[src/rtl/plic_target_ctrl_if.sv]
// Hart-side claim/complete and interrupt signals of one PLIC target context.
interface plic_target_ctrl_if #(
  parameter int SrcWidth = 5
);
  logic                claim_req_i;
  logic                claim_valid_o;
  logic [SrcWidth-1:0] claim_id_o;
  logic                complete_req_i;
  logic [SrcWidth-1:0] complete_id_i;
  logic                irq_o;
  logic [SrcWidth-1:0] irq_id_o;

  modport slave (
    input  claim_req_i, complete_req_i, complete_id_i,
    output claim_valid_o, claim_id_o, irq_o, irq_id_o
  );

  modport master (
    output claim_req_i, complete_req_i, complete_id_i,
    input  claim_valid_o, claim_id_o, irq_o, irq_id_o
  );
endinterface

[src/rtl/plic_target_ctrl.sv]
// PLIC gateway plus claim/complete controller for a single target context:
// per-source gateway FSMs, priority max selection and threshold compare.
module plic_target_ctrl #(
  parameter int NumSrc    = 32,
  parameter int PrioWidth = 3,
  parameter int SrcWidth  = $clog2(NumSrc)
) (
  input  logic                             clk_i,
  input  logic                             rst_ni,
  input  logic [NumSrc-1:0]                irq_src_i,
  input  logic [NumSrc-1:0]                le_i,
  input  logic [NumSrc-1:0]                ie_i,
  input  logic [NumSrc-1:0][PrioWidth-1:0] prio_i,
  input  logic [PrioWidth-1:0]             threshold_i,
  plic_target_ctrl_if.slave                tgt,
  output logic [NumSrc-1:0]                pending_o
);

  typedef enum logic [1:0] {
    GwIdle     = 2'd0,
    GwPending  = 2'd1,
    GwInflight = 2'd2
  } gw_state_e;

  gw_state_e gw_q [NumSrc];
  gw_state_e gw_d [NumSrc];

  logic [NumSrc-1:0]    prev_q;
  logic [NumSrc-1:0]    edge_seen_q, edge_seen_d;
  logic [NumSrc-1:0]    rise, edge_ev, trig;

  logic [SrcWidth-1:0]  win_id;
  logic [PrioWidth-1:0] win_prio;

  logic                 claim_valid_q, claim_valid_d;
  logic [SrcWidth-1:0]  claim_id_q, claim_id_d;
  logic                 irq_q, irq_d;
  logic [SrcWidth-1:0]  irq_id_q, irq_id_d;

  // Source 0 is reserved; its input bits exist only to keep the vectors uniform.
  logic unused_src0;
  assign unused_src0 = ^{trig[0], edge_ev[0], edge_seen_q[0], ie_i[0], prio_i[0]};

  assign rise    = irq_src_i & ~prev_q;
  assign edge_ev = le_i & rise;
  assign trig    = edge_ev | (~le_i & irq_src_i);

  // Strict greater-than while scanning upward keeps the lowest index on ties.
  always_comb begin
    win_id   = '0;
    win_prio = '0;
    for (int k = 1; k < NumSrc; k++) begin
      if (gw_q[k] == GwPending && ie_i[k] && prio_i[k] > win_prio) begin
        win_id   = SrcWidth'(k);
        win_prio = prio_i[k];
      end
    end
  end

  always_comb begin
    for (int k = 0; k < NumSrc; k++) begin
      gw_d[k] = gw_q[k];
    end
    edge_seen_d    = edge_seen_q;
    gw_d[0]        = GwIdle;
    edge_seen_d[0] = 1'b0;
    for (int k = 1; k < NumSrc; k++) begin
      unique case (gw_q[k])
        GwIdle: begin
          if (trig[k]) gw_d[k] = GwPending;
        end
        GwPending: begin
          if (tgt.claim_req_i && win_id == SrcWidth'(k)) gw_d[k] = GwInflight;
        end
        GwInflight: begin
          if (tgt.complete_req_i && tgt.complete_id_i == SrcWidth'(k)) begin
            // An edge landing in the completion cycle is replayed like a remembered one.
            if (edge_seen_q[k] || edge_ev[k]) begin
              gw_d[k]        = GwPending;
              edge_seen_d[k] = 1'b0;
            end else begin
              gw_d[k] = GwIdle;
            end
          end else if (edge_ev[k]) begin
            edge_seen_d[k] = 1'b1;
          end
        end
        default: gw_d[k] = GwIdle;
      endcase
    end
  end

  always_comb begin
    claim_valid_d = tgt.claim_req_i;
    claim_id_d    = tgt.claim_req_i ? win_id : '0;
    irq_d         = (win_prio > threshold_i);
    irq_id_d      = irq_d ? win_id : '0;
  end

  always_ff @(posedge clk_i) begin
    if (!rst_ni) begin
      for (int k = 0; k < NumSrc; k++) begin
        gw_q[k] <= GwIdle;
      end
      prev_q        <= '0;
      edge_seen_q   <= '0;
      claim_valid_q <= 1'b0;
      claim_id_q    <= '0;
      irq_q         <= 1'b0;
      irq_id_q      <= '0;
    end else begin
      for (int k = 0; k < NumSrc; k++) begin
        gw_q[k] <= gw_d[k];
      end
      prev_q        <= irq_src_i;
      edge_seen_q   <= edge_seen_d;
      claim_valid_q <= claim_valid_d;
      claim_id_q    <= claim_id_d;
      irq_q         <= irq_d;
      irq_id_q      <= irq_id_d;
    end
  end

  always_comb begin
    for (int k = 0; k < NumSrc; k++) begin
      pending_o[k] = (gw_q[k] == GwPending);
    end
  end

  assign tgt.claim_valid_o = claim_valid_q;
  assign tgt.claim_id_o    = claim_id_q;
  assign tgt.irq_o         = irq_q;
  assign tgt.irq_id_o      = irq_id_q;

endmodule

[src/flat_wrapper.sv]
// flat-port wrapper written by rule: the top's interface ports become plain ports
module plic_target_ctrl_flat 
#(
  parameter int NumSrc    = 32,
  parameter int PrioWidth = 3,
  parameter int SrcWidth  = $clog2(NumSrc)
)
  (clk_i, rst_ni, irq_src_i, le_i, ie_i, prio_i, threshold_i, pending_o, tgt_claim_req_i, tgt_complete_req_i, tgt_complete_id_i, tgt_claim_valid_o, tgt_claim_id_o, tgt_irq_o, tgt_irq_id_o);
  plic_target_ctrl_if #(.SrcWidth(SrcWidth)) tgt_i ();
  input  logic clk_i;
  input  logic rst_ni;
  input  logic [NumSrc-1:0] irq_src_i;
  input  logic [NumSrc-1:0] le_i;
  input  logic [NumSrc-1:0] ie_i;
  input  logic [NumSrc-1:0][PrioWidth-1:0] prio_i;
  input  logic [PrioWidth-1:0] threshold_i;
  output logic [NumSrc-1:0] pending_o;
  input wire logic [$bits(tgt_i.claim_req_i)-1:0] tgt_claim_req_i;
  input wire logic [$bits(tgt_i.complete_req_i)-1:0] tgt_complete_req_i;
  input wire logic [$bits(tgt_i.complete_id_i)-1:0] tgt_complete_id_i;
  output wire logic [$bits(tgt_i.claim_valid_o)-1:0] tgt_claim_valid_o;
  output wire logic [$bits(tgt_i.claim_id_o)-1:0] tgt_claim_id_o;
  output wire logic [$bits(tgt_i.irq_o)-1:0] tgt_irq_o;
  output wire logic [$bits(tgt_i.irq_id_o)-1:0] tgt_irq_id_o;
  assign tgt_i.claim_req_i = tgt_claim_req_i;
  assign tgt_i.complete_req_i = tgt_complete_req_i;
  assign tgt_i.complete_id_i = tgt_complete_id_i;
  assign tgt_claim_valid_o = tgt_i.claim_valid_o;
  assign tgt_claim_id_o = tgt_i.claim_id_o;
  assign tgt_irq_o = tgt_i.irq_o;
  assign tgt_irq_id_o = tgt_i.irq_id_o;
  plic_target_ctrl #(.NumSrc(NumSrc), .PrioWidth(PrioWidth), .SrcWidth(SrcWidth)) u_core (.clk_i(clk_i), .rst_ni(rst_ni), .irq_src_i(irq_src_i), .le_i(le_i), .ie_i(ie_i), .prio_i(prio_i), .threshold_i(threshold_i), .tgt(tgt_i), .pending_o(pending_o));
endmodule
[config.mk]
export PLATFORM = sky130hd
export DESIGN_NAME = plic_target_ctrl_flat
export DESIGN_NICKNAME = d
export VERILOG_FILES = /design/src/rtl/plic_target_ctrl_if.sv /design/src/rtl/plic_target_ctrl.sv /design/src/flat_wrapper.sv
export SDC_FILE = /design/constraint.sdc
export NUM_CORES = 1
export LEC_CHECK = 0
export ABC_AREA = 1
export BUFFER_PORTS_ARGS = -buffer_cell sky130_fd_sc_hd__buf_4
export CAP_MARGIN = 40
export CORE_ASPECT_RATIO = 1.1
export CORE_MARGIN = 3
export CORE_UTILIZATION = 56
export DETAILED_ROUTE_END_ITERATION = 7
export MAX_ROUTING_LAYER = met4
export PLACE_DENSITY = 0.84
export SYNTH_ARGS = -nofsm -noshare
export SYNTH_HDL_FRONTEND = slang
export SYNTH_SLANG_ARGS = --single-unit
[constraint.sdc]
create_clock -name clk_i -period 48.1 [get_ports clk_i]
set_clock_uncertainty 0.05 [all_clocks]
set_input_delay 9.62 -clock clk_i [delete_from_list [all_inputs] [get_ports clk_i]]
set_output_delay 9.62 -clock clk_i [all_outputs]
set_load 0.03 [all_outputs]
* Yosys cells after proc, flatten, opt, wreduce, memory -nomap -nowiden
Memory sizes are Yosys's and may differ from the RTL's.
Index checks and enable logic that the tools add are counted.
** Storage, ports and cells
- Register bits after elaboration :: 75
- Memory bits (writable) :: 64
- Bits of input ports :: 204
- Output and inout port bits :: 44
- Logic and storage cells :: 857
- Memories kept :: 1
** Operators by class
- $lt $le $gt $ge :: 32
- Eq/ne operators :: 156
- Multiplexer cells :: 344
- Bitwise logic cells :: 38
- Reduce and logical (&&, ||, !) cells :: 250
** Memories
- u_core.gw_q :: depth 32, width 2, rd ports 32, clocked after Yosys merged registers in 0, write ports 32, line plic_target_ctrl.sv:25 : gw_state_e gw_q [NumSrc];
** Operators with widths (count)
- $mux 2 :: 127
- $pmux 2 s3 :: 31
- $eq 5x5->1 const B :: 32
- $mux 1 :: 127
- $logic_and 1x1->1 :: 124
- $mux 3 :: 35
- $and 32x32->32 :: 3
- $gt 3x3->1 :: 31
- $reduce_and 3->1 :: 31
- $eq 5x4->1 const B :: 16
- $mux 5 :: 16
- $eq 2x1->1 const B :: 32
- $not 32->32 :: 2
- $eq 2x2->1 const B :: 31
- $logic_not 2->1 :: 31
- $ne 2x2->1 const B :: 31
- $reduce_bool 2->1 :: 31
- $eq 5x3->1 const B :: 8
- $mux 4 :: 8
- $or 1x1->1 :: 32
- $or 32x32->32 :: 1
- $logic_or 1x1->1 :: 31
- $eq 5x2->1 const B :: 4
- $eq 5x1->1 const B :: 2
- other kinds (2) :: 3

* Longest topological paths before layout
Gate-level depths: netlist (run 1).
An unclocked memory read counts as a cell.
- Depth after elaboration :: 100
- Gate-level depth with buffers :: 251
- Depth with buffers taken out :: 250

* Worst setup path before layout (run 1)
Ideal clock, no wire load.
- Path kind :: input -> register
- From :: input port ie_i[1]
- To :: memory u_core.gw_q[2][8] in the netlist's numbering
- Setup time :: 0.109 ns
- Arrival :: 39.177 ns
- Required time :: 47.941 ns
- Setup slack :: 8.764 ns
- Stages on the path :: 223
- Buffers on the path :: 1
- Cell sequence :: clkinv_2 -> nor2_2 -> inv_1 -> nor2_1 -> inv_1 -> ha_1 -> nand2_1 -> nor2_2 -> nor2_2 -> nand2_2 -> o21ai_0 -> ha_1 -> nand3_1 -> nor2_2 -> nor2_4 -> nand2_4 -> nand2_1 -> o21ai_0 -> [... 187 more ...] -> o21ai_0 -> ha_1 -> a21oi_1 -> o21ai_0 -> nand2_1 -> nand2_1 -> nor2_1 -> nand2_1 -> nor2_2 -> nand2_2 -> nor2_2 -> inv_1 -> nor2_1 -> nand2_1 -> nand2_1 -> o41ai_1 -> nand2_1 -> inv_1
** RTL lines
- start: declaration :: line flat_wrapper.sv:14 : input logic [NumSrc-1:0] ie_i;
- end: declaration :: line plic_target_ctrl.sv:25

==> out/metrics.yaml, run 1 <==
multi_input_area_um2: 6510
slew_headroom_pct: 47.3
ctsResizeCount: 0
status: "completed"
die_y_um: 153
pwr-share-clk_pct: 10.6
grt_setup_unrepaired: "false"
path_clk_slew_ns: 0.05
power.total_w: 0.00117
intPower_w: 0.000518
synth_top_area_share_pct: 24.9
holdPathStages: 2
cts_root_buffer: "clkbuf_16"
synth_cell_types: 53
yosys_warnings: 0
fin_setup_tns_ns: 0
drtIter0Drc: 663
worstPathRequired_ns: 48.36
min-delay-start: "u_core.edge_seen_q[2]"
via_count: 11500
cts_hold_buffers: 0
drtPass1Iterations: 5
initial_core_util_pct: 58.2
setup_viol: 0
syn-mean-instance-area_um2: 6.41
antenna_left: 0
gp_congestion: 0.927
seqCellArea_um2: 2720
drc: 0
crit_path_start_kind: "input pin"
endpoint_kind: "register"
final-hold-violation-count: 0
syn2layout_area_growth_pct: 20.8
htree_levels: 4
io_pins: 248
synth-edff-count: 0
netlist_instances: 1708
grt_pass1_vias: 10900
worstHoldPathType: "reg2reg"
combPwrFrac_pct: 75.7
grtUsageMet3_pct: 4.58
nFillCells: 1613
fin_crit_sh_pct: 89.8
grt-busiest-layer: "met2"
use_met1_pct: 33.4
cpMostUsedCell: "o21ai_0"
grt_first_pass_wirelength_mm: 49.1
finalMaxSlewViolations: 0
utilization_pct: 70.3
async_flop_share_pct: 0
power_density_nw_per_um2: 88.3
crit_fanout: 15
core-area_um2: 18800
yosysTopAreaCell: "dfxtp_1"
reg2regPathDepth: 216
grt_usage_pct: 28.4
dpl.hpwl_mm: 24.6
leakagePower_nw: 7.19
dieArea_um2: 21300
final_nets: 2162
port_buffers: 240
grt_max_degree: 65
routedWlPerCell_um: 13.9
cts-buffers-inserted: 17
min_period_ns: 43.22
hold_ws_ns: 0.463
min_to: "u_core.edge_seen_q[2]"
drt-total-wl_mm: 30.2
max_stage_delay_ns: 0.57
cap_violations: 0
cts.sinks: 136
core.rowCount: 52
cts_buffer_depth: 2
reg2reg_slack_ns: 13.74
grt.overflow.total: 0
vias_per_cell: 5.28
clkLatencyLatePin_ns: 0.43
crit_type: "in2reg"
cp.arrival_ns: 43.48
timing.fmax_mhz: 23.1
cp_slowest_cell: "nor2_2"
yosys-top-cells-area: "dfxtp_1 25%, nand2_1 11%, inv_1 11%"
antenna_found_initial: 0
cts_tree: "yes"
diodes: 0
p_seq_share_pct: 13.7
yosysSeqAreaShare_pct: 24.9
peakVddDrop_mv: 0.0608
synth_nets: 1952
synth_seq_cells: 136
die_w_um: 139
r2r_start: "u_core.gw_q[0][2]"
grtUsageMet2_pct: 48.7
sw_frac_of_total_pct: 55.6
synth-main-ff-cell: "dfxtp_1"
r2r-end: "u_core.gw_q[1][14]"
drive_gt1_share_pct: 24.0
postCtsSetupBuffers: 0
tightestPinTransition_ns: 0.791
switching_power_w: 0.000649
syn-cell-area_um2: 10900
==> power by group through the flow <==
stage               clock network (W)  logic [W]  registers [W]
finish                       0.000124   0.000884       0.000159
global route                 0.000130   0.000988       0.000163
CTS                          0.000125   0.000882       0.000159
detailed placement                  0   0.000873       0.000161
global placement                    0   0.000845       0.000160
floorplan                           0   0.000704       0.000161
==> layout make-up <==
cell class	instances	area share, %
inverters	350	9.95
repair buffers	241	13.8
flip-flops and latches	136	20.6
clock inverters	10	0.795
well taps	243	2.30
multi-input cells	1172	49.2
clock buffers	20	3.38
==> synthesized netlist by cell type (21+ instances only) <==
cell type,count
dfxtp_1,136
inv_1,325
a21oi_1,87
a211oi_1,26
nand2_2,66
nand3_2,42
nor3_1,41
o21ai_0,61
ha_1,40
nand4_1,21
o31ai_1,53
nand3_1,81
nand2_1,331
a21boi_0,26
nor2_1,190
buf_4,31
==> stage by stage <==
stage | cells | cell area [um^2] | worst slack, ns
3_5_place_dp | 2142 | 12700 | 4.64
3_3_place_gp | 2141 | 12600 | 5.58
6_report | 2172 | 13200 | 4.88
5_1_grt | 2172 | 13200 | 1.08
2_1_floorplan | 1708 | 10900 | 8.76
4_1_cts | 2172 | 13200 | 4.89
==> worst max-delay path: cells and delay by family <==
kind | cells | cell delay [ns]
buffers and inverters | 9 | 0.56
AOI/OAI and AO/OA | 44 | 9.60
and+or+nand+nor | 134 | 14.88
adders and majority gates | 30 | 8.76
==> flip-flops by register name, indices dropped and copies added, names as in the netlist <==
register,count
u_core.tgt.claim_id_o,5
u_core.tgt.irq_o,1
u_core.tgt.claim_valid_o,1
u_core.gw_q,62
u_core.edge_seen_q,31
u_core.tgt.irq_id_o,5
u_core.prev_q,31
==> layer usage <==
layer | vias up | part of all wire [%]
li1 | 5898 | -
met1 | 5136 | 42
met2 | 362 | 49
met3 | 72 | 5.9
met4 | 0 | 3.5
met5 | - | 0
==> cell usage in the layout (no fill, tap or decap), types with 21 or more instances in the layout <==
cell	instances
nand2_1	331
inv_1	325
buf_4	240
nor2_1	190
dfxtp_1	136
a21oi_1	87
nand3_1	81
nand2_2	66
o21ai_0	61
o31ai_1	53
nand3_2	42
nor3_1	41
ha_1	40
a211oi_1	26
a21boi_0	26
nand4_1	21
==> logic make-up after synthesis <==
kind of cell / share of synthesized area [%]
fa+ha+maj: 4.57
simple gates: 36.6
flops: 24.9
compound gates: 18.2
other cells: 0.0343
buf+inv: 15.6
==> worst max path at each step <==
| stage | from | end | slack [ns] |
|---|---|---|---|
| floorplan | ie_i[1] | u_core.gw_q[2][8] | 8.76 |
| global placement | ie_i[1] | u_core.gw_q[0][2] | 5.58 |
| detailed placement | ie_i[1] | u_core.gw_q[0][2] | 4.64 |
| CTS | ie_i[1] | u_core.gw_q[0][2] | 4.89 |
| global route | ie_i[1] | u_core.gw_q[0][2] | 1.08 |
| finish | ie_i[1] | u_core.gw_q[1][14] | 4.88 |
(Power assumes the default switching activity.)
==> run 2, diff against run 1 <==
- CORE_ASPECT_RATIO: 1.1 -> default
==> run 2 against run 1 <==
Routed wire length down 0.45%. Non-clock buffer count up 2. Sequential share of layout area down 0.18 points. Global-route usage down 0.66 points. Cell count up 0.97%. Critical path depth down 1. Die area about the same. Setup slack worse by 0.057 ns. Core utilization up 0.054 points. Register-to-register slack worse by 0.07 ns. Worst hold slack worse by 0.0020 ns. Critical endpoint is now u_core.gw_q[0][12].
==> out/metrics.yaml, run 2 (synthesis gave the netlist of run 1 again) <==
status: "completed"  # unchanged
vias_per_cell: 5.19  # was 5.28
fin_crit_sh_pct: 90.0  # was 89.8%
slew_headroom_pct: 46.2  # was 47.3%
worstHoldPathType: "reg2reg"  # unchanged
initial_core_util_pct: 57.7  # was 58.2%
grt_usage_pct: 27.8  # was 28.4%
fin_setup_tns_ns: 0  # unchanged
cts_buffer_depth: 2  # unchanged
antenna_left: 0  # unchanged
drt-total-wl_mm: 30.0  # was 30.2 mm
cp.arrival_ns: 43.55  # was 43.48 ns
hold_ws_ns: 0.461  # was 0.463 ns
grtUsageMet3_pct: 4.42  # was 4.58%
dpl.hpwl_mm: 24.2  # was 24.6 mm
finalMaxSlewViolations: 0  # unchanged
via_count: 11400  # was 11500
crit_fanout: 15  # unchanged
die_w_um: 146  # was 139 um
drtIter0Drc: 872  # was 663
ctsResizeCount: 0  # unchanged
cts_tree: "yes"  # unchanged
dp_cells: 2161  # was 2142
nFillCells: 1614  # was 1613
antenna_found_initial: 0  # unchanged
cts.sinks: 136  # unchanged
core.rowCount: 50  # was 52
die_y_um: 146  # was 153 um
largest_reg_flops: 62  # unchanged
gp_congestion: 0.953  # was 0.927
timing.fmax_mhz: 23.1  # about the same
port_buffers: 240  # unchanged
layoutNonFillerInstCount: 2193  # was 2172
cp_slowest_cell: "nor2_2"  # unchanged
largest-register: "u_core.gw_q"  # unchanged
clkLatencyLatePin_ns: 0.43  # about the same
grt_setup_unrepaired: "false"  # unchanged
layout_common_cells: "331 x nand2_1, 325 x inv_1, 242 x buf_4"  # was 331 x nand2_1, 325 x inv_1, 240 x buf_4
min_period_ns: 43.27  # was 43.22 ns
cap_violations: 0  # unchanged
final_nets: 2164  # was 2162
crit_path_start_kind: "input pin"  # unchanged
tightestPinTransition_ns: 0.806  # was 0.791 ns
grt.overflow.total: 0  # unchanged
endpoint_kind: "register"  # unchanged
worstPathRequired_ns: 48.37  # was 48.36 ns
largestRegisters: "u_core.gw_q (62), u_core.edge_seen_q (31), u_core.prev_q (31)"  # unchanged
crit_type: "in2reg"  # unchanged
syn2layout_area_growth_pct: 21.9  # was 20.8%
dieArea_um2: 21300  # about the same
grtUsageMet2_pct: 46.9  # was 48.7%
htree_levels: 4  # unchanged
placed_area_um2: 12700  # about the same
grt_max_degree: 65  # unchanged
postCtsSetupBuffers: 0  # unchanged
cpMostUsedCell: "o21ai_0"  # unchanged
routedWlPerCell_um: 13.7  # was 13.9 um
use_met1_pct: 34.1  # was 33.4%
design_area_um2: 13300  # was 13200 um^2
cts_root_buffer: "clkbuf_16"  # unchanged
grt_first_pass_wirelength_mm: 47.8  # was 49.1 mm
grt-busiest-layer: "met2"  # unchanged
setup_viol: 0  # unchanged
core-area_um2: 19000  # was 18800 um^2
drtPass1Iterations: 5  # unchanged
path_clk_slew_ns: 0.06  # was 0.05 ns
diodes: 0  # unchanged
max_stage_delay_ns: 0.58  # was 0.57 ns
grt_pass1_vias: 10600  # was 10900
cts_hold_buffers: 0  # unchanged
io_pins: 248  # unchanged
final-hold-violation-count: 0  # unchanged
final_common_cell: "nand2_1"  # unchanged
cts-buffers-inserted: 17  # unchanged
drc: 0  # unchanged
drive_gt1_share_pct: 24.2  # was 24.0%
==> run 2: path summary, 6_finish.rpt <==
check | startpoint | end | slack, ns | cells past startpoint
setup / recovery | ie_i[1] | u_core.gw_q[0][12] | 4.83 | 216
hold / removal | u_core.edge_seen_q[22] | u_core.edge_seen_q[22] | 0.46 | 2
setup reg to reg | u_core.gw_q[0][2] | u_core.gw_q[0][12] | 13.67 | 215
hold reg to reg | u_core.edge_seen_q[22] | u_core.edge_seen_q[22] | 0.46 | 2
==> run 2: per-stage QoR <==
| stage | util (%) | worst slack, ns |
|---|---|---|
| finish | 70.4 | 4.83 |
| detailed placement | 67.1 | 4.78 |
| global placement | 66.9 | 5.62 |
| CTS | 70.4 | 4.92 |
| floorplan | - | 8.76 |
| global route | 70.4 | 1.26 |
==> run 2: worst max-delay path: cells and delay by family <==
kind / cells / cell delay (ns)
compound gates: 45 / 9.77
fa+ha+maj: 30 / 8.75
buf+inv: 11 / 0.73
simple gates: 130 / 14.61
==> run 2: cell type report <==
type	instances	area [um^2]	share of cell area [%]
inverters	350	1320	9.86
clock buffers	21	480	3.60
flip-flops and latches	136	2720	20.4
clock inverters	11	145	1.09
well taps	260	325	2.44
repair buffers	243	1840	13.8
multi-input cells	1172	6510	48.8
==> run 2: routing by layer <==
| layer | vias up | part of all wire (%) | wire length, um |
|---|---|---|---|
| met5 | - | 0 | 0 |
| met4 | 0 | 2.4 | 731 |
| met3 | 49 | 5.6 | 1700 |
| met2 | 320 | 48 | 14400 |
| met1 | 5123 | 44 | 13200 |
| li1 | 5896 | - | - |
Power of run 2 is left out: the tool's default activity adds up to more than one toggle a clock period on the data nets, which glitch-free logic cannot reach.
==> run 3, diff against run 2 <==
- ABC_AREA: 1 -> 0
==> run 3 against run 2 <==
Final area increased by 14%. Cell count down 2.9%. Worst hold slack got worse by 0.034 ns. Synthesized cell count is 12% lower. Sequential share of layout area down 2.5 points. Setup slack worse by 3.8 ns. Via count is 15% higher. Count of clock-buffer cells in the layout stayed put. Flip-flop and latch count did not move. Register-to-register slack got worse by 3.9 ns. Fmax down 8.0%. Routed wire length rose by 30%.
==> out/metrics.yaml, run 3 <==
largest-register: "u_core.gw_q"  # unchanged
worstHoldPathType: "reg2reg"  # unchanged
cpMostUsedCell: "ha_1"  # was o21ai_0
final_nets: 2100  # was 2164
cts-buffers-inserted: 17  # unchanged
cp_slowest_cell: "a2111o_1"  # was nor2_2
synth.most_common_cell: "nand2_1"  # unchanged
synth_common_cells: "185 x nand2_1, 149 x nor2_1, 136 x dfxtp_1, 111 x a21oi_1, 79 x o21ai_0"  # was 331 x nand2_1, 325 x inv_1, 190 x nor2_1, 136 x dfxtp_1, 87 x a21oi_1
max_stage_delay_ns: 0.41  # was 0.58 ns
crit_fanout: 6  # was 15
core.rowCount: 50  # unchanged
port_buffers: 240  # unchanged
fin_crit_sh_pct: 97.8  # was 90.0%
grtUsageMet2_pct: 55.6  # was 46.9%
finalWorstSetupSlack_ns: 1.07  # was 4.83 ns
synth_top_area_share_pct: 24.5  # was 24.9%
r2r-end: "u_core.gw_q[1][0]"  # was u_core.gw_q[0][12]
nFillCells: 1343  # was 1614
largestRegisters: "u_core.gw_q (62), u_core.edge_seen_q (31), u_core.prev_q (31)"  # unchanged
io_pins: 248  # unchanged
via_count: 13100  # was 11400
cts_hold_buffers: 0  # unchanged
core-area_um2: 19100  # was 19000 um^2
min-delay-start: "u_core.gw_q[3][12]"  # was u_core.edge_seen_q[22]
grt_first_pass_wirelength_mm: 58.9  # was 47.8 mm
cap_violations: 0  # unchanged
yosysSeqAreaShare_pct: 24.5  # was 24.9%
final_common_cell: "buf_4"  # was nand2_1
synth-edff-count: 0  # unchanged
grt_max_degree: 95  # was 65
r2r_start: "u_core.gw_q[0][2]"  # unchanged
cp.arrival_ns: 47.30  # was 43.55 ns
cts_tree: "yes"  # unchanged
grtUsageMet3_pct: 5.98  # was 4.42%
leakagePower_nw: 6.61
synth_nets: 1754  # was 1952
pre_cts_ws_ns: -0.721  # was 4.78 ns
use_met1_pct: 41.2  # was 34.1%
yosys_warnings: 0  # unchanged
drc: 0  # unchanged
slew_headroom_pct: 38.4  # was 46.2%
min_period_ns: 47.03  # was 43.27 ns
clkLatencyLatePin_ns: 0.43  # about the same
worstPathRequired_ns: 48.36  # was 48.37 ns
cts.sinks: 136  # unchanged
layout_common_cells: "383 x buf_4, 181 x nand2_1, 136 x dfxtp_1"  # was 331 x nand2_1, 325 x inv_1, 242 x buf_4
drtIter0Drc: 1088  # was 872
fin_setup_tns_ns: 0  # unchanged
netlist_instances: 1510  # was 1708
reg2reg_slack_ns: 9.75  # was 13.67 ns
min_to: "u_core.gw_q[3][12]"  # was u_core.edge_seen_q[22]
gp_congestion: 0.975  # was 0.953
crit_type: "in2reg"  # unchanged
grt_pass1_vias: 12300  # was 10600
dpl.hpwl_mm: 28.8  # was 24.2 mm
synth-main-ff-cell: "dfxtp_1"  # unchanged
drive_gt1_share_pct: 31.4  # was 24.2%
setup_viol: 0  # unchanged
tightestPinTransition_ns: 0.923  # was 0.806 ns
drt-total-wl_mm: 38.9  # was 30.0 mm
antenna_left: 0  # unchanged
routedWlPerCell_um: 18.3  # was 13.7 um
vias_per_cell: 6.17  # was 5.19
holdPathStages: 1  # was 2
grt-busiest-layer: "met2"  # unchanged
async_flop_share_pct: 0  # unchanged
syn-cell-area_um2: 11100  # was 10900 um^2
largest_reg_flops: 62  # unchanged
initial_core_util_pct: 58.1  # was 57.7%
syn2layout_area_growth_pct: 37.2  # was 21.9%
reg2regPathDepth: 212  # was 215
grt.overflow.total: 0  # unchanged
final-hold-violation-count: 0  # unchanged
synth_cell_types: 99  # was 53
crit_path_start_kind: "input pin"  # unchanged
syn-mean-instance-area_um2: 7.35  # was 6.41 um^2
yosys-top-cells-area: "dfxtp_1 25%, nand2_1 6.3%, nor2_1 5.0%"  # was dfxtp_1 25%, nand2_1 11%, inv_1 11%
power_density_nw_per_um2: 60.2
finalMaxSlewViolations: 0  # unchanged
drtPass1Iterations: 6  # was 5
diodes: 0  # unchanged
path_clk_slew_ns: 0.06  # about the same
synth_seq_cells: 136  # unchanged
peakVddDrop_mv: 0.0512
status: "completed"  # unchanged
cts_root_buffer: "clkbuf_16"  # unchanged
yosysTopAreaCell: "dfxtp_1"  # unchanged
utilization_pct: 79.8  # was 70.4%
die_w_um: 147  # was 146 um
dieArea_um2: 21500  # was 21300 um^2
endpoint_kind: "register"  # unchanged
die_y_um: 147  # was 146 um
antenna_found_initial: 0  # unchanged
htree_levels: 4  # unchanged
cts_buffer_depth: 2  # unchanged
timing.fmax_mhz: 21.3  # was 23.1 MHz
grt_usage_pct: 33.7  # was 27.8%
## run 3: changes by cell type after synthesis, moves of 30 or more
cell | previous run | this run
nand3_2 | 42 | 0
o31ai_1 | 53 | 17
inv_1 | 325 | 73
nand2_2 | 66 | 0
nand2_1 | 331 | 185
and2_1 | 0 | 70
and3_1 | 4 | 34
nor2b_1 | 0 | 60
nor2_1 | 190 | 149
## run 3: where the power goes
group	internal, W	total [W]	switching, W
combinational	0.000281	0.000643	0.000363
clock	0.0000815	0.000131	0.0000496
sequential	0.000130	0.000142	0.0000121
## run 3: critical path: cells and delay by family
kind | cells | cell delay, ns
buf+inv | 13 | 1.61
simple gates | 84 | 11.32
fa+ha+maj | 37 | 10.67
compound gates | 65 | 10.11
mux | 13 | 3.86
## run 3: worst max path at each step
stage            start                 to  cells past startpoint
5_1_grt        ie_i[1]  u_core.gw_q[1][0]                    212
4_1_cts        ie_i[1]  u_core.gw_q[1][0]                    208
6_report       ie_i[1]  u_core.gw_q[1][0]                    212
2_1_floorplan  ie_i[1]  u_core.gw_q[1][2]                    208
3_3_place_gp   ie_i[1]  u_core.gw_q[0][2]                    206
3_5_place_dp   ie_i[1]  u_core.gw_q[0][2]                    205
## run 3: per-stage QoR
step                      instances  area, um^2  hold WS, ns  power (W)
final                          2129       15200        0.427   0.000917
after global routing           2129       15200        0.471   0.000970
after CTS                      2102       14400        0.432   0.000824
after detailed placement       2070       13800        0.424   0.000683
after global placement         2069       13800        0.411   0.000669
after floorplan                1510       11100        0.401   0.000488
## run 3: layout make-up
cell class	instances	area [um^2]	share of cell area [%]
Clock buffer	21	480	3.16
Clock inverter	11	120	0.789
Sequential cell	136	2720	17.9
Timing Repair Buffer	386	2930	19.2
Inverter	74	278	1.82
Multi-Input combinational cell	1241	8370	55.0
Tap cell	260	325	2.14
## run 3: cell families (layout without fill, tap and decap cells)
group | Yosys count | in the layout | share of synthesized area (%)
compound gates | 484 | 484 | 30.4
fa+ha+maj | 49 | 49 | 5.36
flops | 136 | 136 | 24.5
simple gates | 679 | 679 | 31.3
other cells | 1 | 1 | 0.0338
mux | 28 | 28 | 2.79
buf+inv | 133 | 492 | 5.61
## run 3: repair_timing
item / in CTS / in global routing
resized for setup: 12 / 134
setup endpoints to repair: 66 / 73
gates cloned: 0 / 0
setup buffers: 0 / 27
pin swaps: 0 / 89
## run 3: routing by layer
metal	routed length (um)	vias to the layer above	share of wire (%)
met5	0	-	0
met4	1610	0	4.1
met3	3390	126	8.7
met2	18600	657	48
met1	15400	6112	39
li1	-	6244	-
